## config.mk

```make
export PLATFORM = sky130hd
export DESIGN_NAME = restoring_divider4
export DESIGN_NICKNAME = d
export VERILOG_FILES = /design/src/rtl/restoring_divider4.sv
export SDC_FILE = /design/constraint.sdc
export NUM_CORES = 1
export LEC_CHECK = 0
export BUFFER_PORTS_ARGS = -buffer_cell sky130_fd_sc_hd__buf_2
export CORE_MARGIN = 2
export CORE_UTILIZATION = 56
export CTS_BUF_LIST = sky130_fd_sc_hd__clkbuf_16
export DETAILED_ROUTE_END_ITERATION = 10
export GPL_TIMING_DRIVEN = 0
export PLACE_DENSITY = 0.8
export SYNTH_ARGS = -nofsm -noshare
export SYNTH_HDL_FRONTEND = slang
export SYNTH_SLANG_ARGS = --single-unit
```

## constraint.sdc

```tcl
create_clock -name clock -period 3.6 [get_ports clock]
set_input_delay 0.36 -clock clock [delete_from_list [all_inputs] [get_ports clock]]
set_output_delay 0.36 -clock clock [all_outputs]
set_load 0.01 [all_outputs]
```

## src/rtl/restoring_divider4.sv

```systemverilog
// Sequential unsigned restoring divider, one quotient bit per clock, with
// valid/ready handshakes on the operand and result sides.
module restoring_divider4 #(
  parameter int WIDTH = 4
) (
  input  logic             clock,
  input  logic             reset,
  input  logic             io_in_valid,
  output logic             io_in_ready,
  input  logic [WIDTH-1:0] io_in_dividend,
  input  logic [WIDTH-1:0] io_in_divisor,
  output logic             io_out_valid,
  input  logic             io_out_ready,
  output logic [WIDTH-1:0] io_out_quotient,
  output logic [WIDTH-1:0] io_out_remainder,
  output logic             io_out_divByZero
);

  localparam int CW = $clog2(WIDTH + 1);

  typedef enum logic [1:0] {IDLE, BUSY, DONE} state_t;

  state_t           state, state_nxt;
  logic [WIDTH:0]   rem;
  logic [WIDTH-1:0] quo;
  logic [WIDTH-1:0] div;
  logic [CW-1:0]    cnt;
  logic             dbz;

  logic             accept;
  logic             div_zero;
  logic [WIDTH:0]   s;
  logic [WIDTH+1:0] t_full;
  logic             fits;

  assign accept   = io_in_valid && io_in_ready;
  assign div_zero = (io_in_divisor == '0);

  // Trial subtraction as s + ~{0,div} + 1; the carry-out says s >= div.
  always_comb begin
    s      = {rem[WIDTH-1:0], quo[WIDTH-1]};
    t_full = {1'b0, s} + {1'b0, ~{1'b0, div}} + (WIDTH + 2)'(1);
    fits   = t_full[WIDTH+1];
  end

  // NOTE: state registers use non-blocking assignments so every flop samples
  // the pre-edge values, independent of process evaluation order.
  always_ff @(posedge clock or negedge reset) begin
    if (!reset) state <= IDLE;
    else        state <= state_nxt;
  end

  // NOTE: the default is assigned first so no path through the case leaves
  // state_nxt unassigned, which would otherwise infer a latch.
  always_comb begin
    state_nxt = state;
    case (state)
      IDLE:    if (accept) state_nxt = div_zero ? DONE : BUSY;
      BUSY:    if (cnt == CW'(1)) state_nxt = DONE;
      DONE:    if (io_out_ready) state_nxt = IDLE;
      default: state_nxt = IDLE;
    endcase
  end

  // NOTE: every datapath register is reset so a reset mid-operation leaves
  // no stale partial result visible on the outputs.
  always_ff @(posedge clock or negedge reset) begin
    if (!reset) begin
      rem <= '0;
      quo <= '0;
      div <= '0;
      cnt <= '0;
      dbz <= 1'b0;
    end else begin
      case (state)
        IDLE: begin
          if (accept) begin
            if (div_zero) begin
              quo <= '1;
              rem <= {1'b0, io_in_dividend};
              dbz <= 1'b1;
            end else begin
              quo <= io_in_dividend;
              rem <= '0;
              div <= io_in_divisor;
              cnt <= CW'(WIDTH);
              dbz <= 1'b0;
            end
          end
        end
        BUSY: begin
          rem <= fits ? t_full[WIDTH:0] : s;
          quo <= {quo[WIDTH-2:0], fits};
          cnt <= cnt - CW'(1);
        end
        default: ;
      endcase
    end
  end

  assign io_in_ready      = (state == IDLE);
  assign io_out_valid     = (state == DONE);
  assign io_out_quotient  = quo;
  assign io_out_remainder = rem[WIDTH-1:0];
  assign io_out_divByZero = dbz;

  // The extra remainder bit only carries the trial-subtract headroom; after
  // any update the partial remainder fits in WIDTH bits.
  rem_in_range: assert property (@(posedge clock) disable iff (!reset) rem[WIDTH] == 1'b0);

endmodule

```

==> impl_metrics.ini <==
[drt]
vias = 918
wl_per_cell_um = 14.5
totalWireLength_mm = 2.31
antenna_left = 0
drcViolationCount = 0
dr.pass1.iters = 4
drt-vias-per-instance = 5.77
drtIter0Drc = 14

[sta]
rsz0062_at_grt = no
slew_viol_final = 0
fmax_ghz = 0.462
tns_ns = 0
hold_viol_final = 0
period_share = 0.602
finalClockSkew_ns = 0.00125
worst_slack_ns = 1.43
tightest_slew_ns = 1.01
max_slew_margin = 0.320
setup_violations = 0
fin_crit_ns = 2.17

[cts]
cts_buffers = 3
clk_latency_ns = 0.25
hold_buffers = 0
cts_setup_buffers = 0
tritoncts = yes
cts.reportedPaths.clkPinSlew_ns = 0.05
cts.sinks = 18
max-clock-path-buffers = 2
root_buffer = clkbuf_16
htree_levels = 1
cts_resized = 0

[logic_synthesis]
yosysTopAreaCell = dfrtp_1
synth_edf_count = 0
syn_inst = 108
synth_ff_type = dfrtp_1
syn_area_um2 = 1060
synth_top_area_frac = 0.426
yosysWarnings = 0
synth_fp_nets = 127
ys_types = 37
avgSynthCellArea_um2 = 9.80
synthArstFlopShare = 1.00
ys_seq_area_frac = 0.426
ys_seq_elements = 18
synth_area_leaders = dfrtp_1 43%, ha_1 7.1%, mux2_2 5.3%, nor2b_1 3.5%, nand2_1 3.2%

[place]
dpl.cell_count = 155
dp_hpwl_mm = 1.69
place_congestion = 0.784
io_buffers = 22
dpl_worst_slack_ns = 1.50

[die]
ioPinCount = 23
core_um2 = 1750
initial_utilization = 0.606
core.rowCount = 15
die_h_um = 47.5
die_area_um2 = 2250
fp.dieW_um = 47.5

[worst_setup_path]
r2r_start = rem[0]
reg2reg_to = rem[1]
critical_path_class = reg -> reg
setup.worst_path.start_class = flip-flop
cp_slowest_cell = dfrtp_1
reg2reg_depth = 7
end_kind = flip-flop
path_cells = ha_1 > nor2b_1 > o31ai_1 > and2_1 > clkbuf_1 > mux2i_1 > o221ai_1
r2r_slack_ns = 1.43
crit_fanout = 6
cp_num_buf_inv = 1
worstPathArrival_ns = 2.27
cp.required_ns = 3.71
slowest_delay_ns = 0.45
critPathTopFamily = flip-flops

[finish]
fin_util = 0.733
syn_to_final_growth_pct = 20.8
drive_gt1_frac = 0.276
final_common_cell = buf_2
n_antenna_cell = 0
final_nets = 154
layout_common_cells = 24 x buf_2, 18 x dfrtp_1, 9 x nor2_1, 9 x nand2_1, 8 x inv_1
finalNonFillerCells = 159

[global_routing]
grt_pass1_vias = 798
grt_start_max_net_pins = 19
grt_remaining_overflow = 0
grt_pass1_wl_mm = 3.67
antenna_found_initial = 0
track_usage = 0.240

[power]
irDropWorstVdd_uv = 553
p_per_area_nw_per_um2 = 1020
p_leak_nw = 0.599
finalPower_w = 0.00130

[job]
maxCapViolations = 0

[status]
outcome = completed

[hold_path]
hp-class = in -> async
logic make-up (layout without fill, tap and decap cells):
group	Yosys count	count (layout)	share of synthesized area
AO/OA/AOI/OAI	25	25	0.171
adder cells (fa/ha/maj)	7	7	0.0898
flip-flops	18	18	0.426
AND/OR/NAND/NOR	37	37	0.178
XOR/XNOR	2	2	0.0166
multiplexers	6	6	0.0626
buffers and inverters	13	39	0.0555
worst max-delay path by stage:
stage | from | depth (start not counted) | slack, ns | endpoint
5_1_grt | rem[0] | 7 | 1.32 | rem[1]
6_report | rem[0] | 7 | 1.43 | rem[1]
3_3_place_gp | rem[0] | 7 | 1.58 | rem[1]
2_1_floorplan | rem[0] | 7 | 1.73 | io_out_quotient[0]
4_1_cts | rem[0] | 7 | 1.50 | rem[1]
3_5_place_dp | rem[0] | 7 | 1.50 | rem[1]
through the flow:
stage | hold WS [ns] | area (um^2)
5_1_grt | 0.0771 | 1280
6_report | 0.0390 | 1280
3_5_place_dp | 0.316 | 1200
4_1_cts | 0.0546 | 1280
2_1_floorplan | 0.0644 | 1060
3_3_place_gp | 0.312 | 1200
power by group:
group          internal, W  leakage, nW  switching, W
Combinational     0.000326        0.343      0.000367
Sequential        0.000305        0.217     0.0000827
Clock             0.000148       0.0385     0.0000746
registers in the layout (all words and copies together), names as in the netlist:
signal,count
cnt,3
io_out_divByZero,1
rem,4
state,2
io_out_quotient,4
div,4
layer usage:
metal / part of all wire / global-route usage
met1: 0.47 / 0.350
met2: 0.45 / 0.335
met3: 0.047 / 0.0415
met4: 0.029 / 0.133
met5: 0 / 0
synthesized netlist by cell type (3+ instances only):
master / n
mux2_2: 5
nand2_1: 9
dfrtp_1: 18
nand2b_1: 3
a31oi_1: 3
inv_1: 8
a21oi_1: 5
ha_1: 6
nor2b_1: 6
o311ai_0: 3
o21ai_0: 3
nor2_1: 9
nand3_1: 3
final cells by class:
| class | count | area [um^2] |
|---|---|---|
| plain buffers | 5 | 28.8 |
| clock buffers | 3 | 75.1 |
| clock inverters | 1 | 3.75 |
| fillers | 130 | 467 |
| inverters | 8 | 30.0 |
| multi-input cells | 77 | 549 |
| flip-flops and latches | 18 | 450 |
| well taps | 25 | 31.3 |
| repair buffers | 22 | 110 |
Note: power is estimated with default switching activity, not from simulation.
